`src/rtl/alu_seq.sv`:
```
// Handshaked single-entry execute unit: ADD/SUB/NAND/XOR in one step, shifts and
// rotates one bit per cycle, registered Z/V/N/err flags held until consumed.
module alu_seq #(
    parameter int WIDTH = 16,
    parameter bit SAT   = 1'b0
) (
    input  logic             clk,
    input  logic             rst_n,
    input  logic             in_valid,
    output logic             in_ready,
    input  logic [WIDTH-1:0] in_a,
    input  logic [WIDTH-1:0] in_b,
    input  logic [2:0]       opcode,
    output logic             out_valid,
    input  logic             out_ready,
    output logic [WIDTH-1:0] out_result,
    output logic             out_z,
    output logic             out_v,
    output logic             out_n,
    output logic             out_err
);
    localparam int SHW = $clog2(WIDTH);

    localparam logic [1:0] S_IDLE  = 2'd0;
    localparam logic [1:0] S_SHIFT = 2'd1;
    localparam logic [1:0] S_DONE  = 2'd2;

    localparam logic [2:0] OP_ADD  = 3'b000;
    localparam logic [2:0] OP_SUB  = 3'b001;
    localparam logic [2:0] OP_NAND = 3'b010;
    localparam logic [2:0] OP_XOR  = 3'b011;
    localparam logic [2:0] OP_SLL  = 3'b100;
    localparam logic [2:0] OP_SRA  = 3'b101;
    localparam logic [2:0] OP_ROR  = 3'b110;

    logic [1:0]       state_q, state_d;
    logic [1:0]       sh_op_q, sh_op_d;
    logic [WIDTH-1:0] work_q, work_d;
    logic [SHW-1:0]   cnt_q, cnt_d;
    logic [WIDTH-1:0] res_q, res_d;
    logic             z_q, z_d;
    logic             v_q, v_d;
    logic             n_q, n_d;
    logic             err_q, err_d;

    logic             is_sub;
    logic [WIDTH-1:0] b_eff;
    logic [WIDTH-1:0] sum;
    logic             ovf;
    logic [WIDTH-1:0] sat_val;
    logic [WIDTH-1:0] arith_res;
    logic [SHW-1:0]   amt;
    logic [WIDTH-1:0] step;

    assign in_ready   = (state_q == S_IDLE);
    assign out_valid  = (state_q == S_DONE);
    assign out_result = res_q;
    assign out_z      = z_q;
    assign out_v      = v_q;
    assign out_n      = n_q;
    assign out_err    = err_q;

    // SUB reuses the adder as A + ~B + 1; overflow is judged against the effective B.
    assign is_sub    = (opcode == OP_SUB);
    assign b_eff     = is_sub ? ~in_b : in_b;
    assign sum       = in_a + b_eff + {{(WIDTH-1){1'b0}}, is_sub};
    assign ovf       = (in_a[WIDTH-1] == b_eff[WIDTH-1]) && (sum[WIDTH-1] != in_a[WIDTH-1]);
    assign sat_val   = in_a[WIDTH-1] ? {1'b1, {(WIDTH-1){1'b0}}} : {1'b0, {(WIDTH-1){1'b1}}};
    assign arith_res = (SAT && ovf) ? sat_val : sum;
    assign amt       = in_b[SHW-1:0];

    always_comb begin
        step = {work_q[0], work_q[WIDTH-1:1]};
        case (sh_op_q)
            2'b00:   step = {work_q[WIDTH-2:0], 1'b0};
            2'b01:   step = {work_q[WIDTH-1], work_q[WIDTH-1:1]};
            default: step = {work_q[0], work_q[WIDTH-1:1]};
        endcase
    end

    always_comb begin
        logic             fin;
        logic [WIDTH-1:0] r;
        logic             v;
        logic             e;
        state_d = state_q;
        sh_op_d = sh_op_q;
        work_d  = work_q;
        cnt_d   = cnt_q;
        res_d   = res_q;
        z_d     = z_q;
        v_d     = v_q;
        n_d     = n_q;
        err_d   = err_q;
        fin     = 1'b0;
        r       = '0;
        v       = 1'b0;
        e       = 1'b0;
        case (state_q)
            S_IDLE: begin
                if (in_valid) begin
                    case (opcode)
                        OP_ADD, OP_SUB: begin
                            fin = 1'b1;
                            r   = arith_res;
                            v   = ovf;
                            e   = ovf;
                        end
                        OP_NAND: begin
                            fin = 1'b1;
                            r   = ~(in_a & in_b);
                        end
                        OP_XOR: begin
                            fin = 1'b1;
                            r   = in_a ^ in_b;
                        end
                        OP_SLL, OP_SRA, OP_ROR: begin
                            if (amt == '0) begin
                                fin = 1'b1;
                                r   = in_a;
                            end else begin
                                work_d  = in_a;
                                cnt_d   = amt;
                                sh_op_d = opcode[1:0];
                                state_d = S_SHIFT;
                            end
                        end
                        default: begin
                            // Reserved (and any unknown) opcode.
                            fin = 1'b1;
                            e   = 1'b1;
                        end
                    endcase
                end
            end
            S_SHIFT: begin
                work_d = step;
                cnt_d  = cnt_q - SHW'(1);
                if (cnt_q == SHW'(1)) begin
                    fin = 1'b1;
                    r   = step;
                end
            end
            S_DONE: begin
                if (out_ready) begin
                    state_d = S_IDLE;
                end
            end
            default: state_d = S_IDLE;
        endcase
        if (fin) begin
            res_d   = r;
            z_d     = (r == '0);
            n_d     = r[WIDTH-1];
            v_d     = v;
            err_d   = e;
            state_d = S_DONE;
        end
    end

    always_ff @(posedge clk) begin
        if (!rst_n) begin
            state_q <= S_IDLE;
            sh_op_q <= '0;
            work_q  <= '0;
            cnt_q   <= '0;
            res_q   <= '0;
            z_q     <= 1'b0;
            v_q     <= 1'b0;
            n_q     <= 1'b0;
            err_q   <= 1'b0;
        end else begin
            state_q <= state_d;
            sh_op_q <= sh_op_d;
            work_q  <= work_d;
            cnt_q   <= cnt_d;
            res_q   <= res_d;
            z_q     <= z_d;
            v_q     <= v_d;
            n_q     <= n_d;
            err_q   <= err_d;
        end
    end
endmodule

```
`config.mk`:
```
export PLATFORM = sky130hd
export DESIGN_NAME = alu_seq
export DESIGN_NICKNAME = d
export VERILOG_FILES = /design/src/rtl/alu_seq.sv
export SDC_FILE = /design/constraint.sdc
export NUM_CORES = 1
export LEC_CHECK = 0
export CORE_MARGIN = 5
export CORE_UTILIZATION = 54
export CTS_CLUSTER_SIZE = 24
export DETAILED_ROUTE_END_ITERATION = 10
export PLACE_DENSITY = 0.8
export SETUP_SLACK_MARGIN = 0.15
export SLEW_MARGIN = 20
export SYNTH_ARGS = -nofsm -noshare
export SYNTH_HDL_FRONTEND = slang
export SYNTH_SLANG_ARGS = --single-unit
```
`constraint.sdc`:
```
create_clock -name clk -period 10.03 [get_ports clk]
set_input_delay 2.006 -clock clk [delete_from_list [all_inputs] [get_ports clk]]
set_output_delay 2.006 -clock clk [all_outputs]
set_load 0.01 [all_outputs]
```
==> results.toml <==
[setup_path]
reg2reg_depth = 8
worstSetupPathType = "in -> reg"
rrSetupSlack_ns = 6.92
cp_slowest_cell = "and2_1"
crit_chain = "clkdlybuf4s50_1 -> nor2_1 -> and2_1 -> xor2_1 -> inv_1 -> fa_1 -> and2b_1 -> o21bai_4 -> a311oi_1 -> o21a_1 -> o2111ai_1 -> nor4_1 -> nand4_1 -> o31ai_2"
cpPeakStageDelay_ns = 0.73
cp-end-kind = "register"
cp.arrival_ns = 6.27
critical_path.top_delay_family = "simple AND/OR/NAND/NOR gates"
cp.depth = 14
crit_path_start = "opcode[1]"
critPathLaunchType = "input port"
cp.required_ns = 10.25
crit_fanout = 16
r2r_end = "out_z$_SDFFE_PN0P_"
regToRegStartpoint = "state_q[1]$_SDFFE_PN0P_"
critPathBufInv = 2

[route]
post-route-drc-count = 0
first_pass_iters = 5
vias = 4135
wl_mm = 12.37
first_iter_violations = 326
wl_per_cell_um = 18.89
final_antenna_net_count = 0
via_per_inst = 6.313

[global_route]
overflow = 0
grt_util_met2_pct = 44.18
grt_pass1_wl_mm = 19.54
grt_util_met1_pct = 38.35
grt_util_all_layers_pct = 27.24
antenna_found_initial = 0
top_usage_layer = "met2"
grt_max_degree = 38
grt_use_met3_pct = 3.078
grt_pass1_vias = 3782

[timing]
hold_viol_final = 0
finClkSkew_ns = 0.008045
setup_tns_ns = 0
setup_viol = 0
period_share_pct = 60.28
drv_slew = 0
fmax_mhz = 165.4
rsz0062_at_grt = "no"
layout_min_cycle_time_ns = 6.046
tightest_slew_ns = 1.010
slew_headroom_pct = 32.27
fin_ws_ns = 3.984

[cells_and_area]
antenna_cells = 0
final_cell_area_um2 = 4663
fin_nets = 627
syn2layout_area_growth_pct = 17.72
layout-drive-gt1-share_pct = 5.576
post-route-util_pct = 64.64

[yosys]
synth.largest_area_cell = "dfxtp_1"
syn_area_um2 = 3961
yosys_warnings = 0
synth_most_common_cell = "nand2_1"
ys_seq_area_share_pct = 21.73
synth_edf_count = 0
synthCells = 516
syn_nets = 588
ys_types = 70
synthTopCellsByCount = "61 x nand2_1, 48 x a21oi_1, 48 x nor2_1, 43 x dfxtp_1, 32 x ha_1"
syn_area_per_cell_um2 = 7.677
synth-seq-cells = 43
synth_area_leaders = "dfxtp_1 22%, ha_1 10%, a21oi_1 6.1%"
synth_top_cell_area_share_pct = 21.73
async_reset_ff_share_pct = 0
synthFlopType = "dfxtp_1"

[die]
core_um2 = 7214
fp.dieArea_um2 = 9149
start_util_pct = 54.91
fp-row-count = 31
io_pins = 61
die_x_um = 95.65
die_h_um = 95.65

[clock_network]
ctsRootBufferMaster = "clkbuf_8"
cts-htree-levels = 2
cts_tree = "yes"
clkTransAtPathRegs_ns = 0.09
clk_path_buf_depth = 2
worstSkewPairLatency_ns = 0.30
postCtsSetupBuffers = 0
ctsResizeCount = 0
clock_sinks = 43
cts_inserted_buffers = 5
cts_hold_buf = 0

[power_and_ir_drop]
ir_drop_mv = 0.06803
power_mw = 0.5254
p_leak_nw = 1.799
power_density_nw_per_um2 = 112.7

[place]
dp_slack_ns = 3.739
numPortBuffers = 60
hpwlAfterDp_mm = 9.678
gp_congestion = 0.9516
placed_cell_area_um2 = 4573

[outcome]
status = "complete, no violations"

[min_path]
worst_hold_path_type = "reg -> reg"
whs_endpoint = "out_result[0]$_SDFFE_PN0P_"
hold_start = "out_result[0]$_SDFFE_PN0P_"
holdPathStages = 2

[job]
maxCapViolCount = 0
-- cells in the final DEF (no fill, tap or decap), types with 15 or more instances in the layout --
master / synthesis / final
ha_1: 32 / 32
nor2_1: 48 / 48
o211ai_1: 18 / 18
xor2_1: 15 / 15
clkdlybuf4s50_1: 0 / 60
o21ai_0: 23 / 23
a21oi_1: 48 / 48
mux2i_1: 21 / 21
dfxtp_1: 43 / 43
nand2_1: 61 / 61
-- per-stage QoR --
step | hold slack, ns | cells
6_report | 0.4588 | 655
5_1_grt | 0.4890 | 655
4_1_cts | 0.4622 | 655
3_5_place_dp | 0.4502 | 647
3_3_place_gp | 0.4454 | 647
2_1_floorplan | 0.4436 | 516
-- cell families after synthesis --
logic type	synth area share [%]
AO/OA/AOI/OAI	28.08
XOR/XNOR	4.864
flip-flops	21.73
multiplexers	5.306
adder cells (fa/ha/maj)	10.61
buffers and inverters	4.896
AND/OR/NAND/NOR	24.51
-- layer usage --
layer	share of wire, %	vias up
met4	1.7	0
li1	-	1966
met2	47	187
met1	44	1961
met5	0	-
met3	7.7	21
-- sequential cells by signal, indices dropped and copies added (netlist names) --
register    flops
work_q         16
sh_op_q         2
out_result     16
cnt_q           4
out_z           1
state_q         2
out_v           1
out_err         1
-- worst min-delay path: stages, from the launching register on --
cell and delay [ns]:
dfxtp_1 0.32, nand2_1 0.05, a21oi_1 0.05
-- cell type report --
cell class | instances | area [um^2]
clock buffers | 6 | 72.57
inverters | 11 | 41.29
clock inverters | 2 | 12.51
multi-input cells | 429 | 2914
fillers | 655 | 2551
repair buffers | 65 | 638.1
flip-flops and latches | 43 | 860.8
well taps | 99 | 123.9
-- worst max path at each step --
stage,slack [ns],to
floorplan,4.67,out_z$_SDFFE_PN0P_
global placement,3.84,out_z$_SDFFE_PN0P_
detailed placement,3.74,out_z$_SDFFE_PN0P_
CTS,4.02,out_z$_SDFFE_PN0P_
global route,3.72,out_z$_SDFFE_PN0P_
finish,3.98,out_z$_SDFFE_PN0P_
-- report_power, final --
| group | total (mW) | switching, mW | internal [mW] |
|---|---|---|---|
| sequential | 0.193 | 0.00993 | 0.183 |
| clock | 0.111 | 0.0627 | 0.0488 |
| combinational | 0.221 | 0.127 | 0.0938 |
| total | 0.525 | 0.199 | 0.326 |
Note: power is estimated with default switching activity, not from simulation.
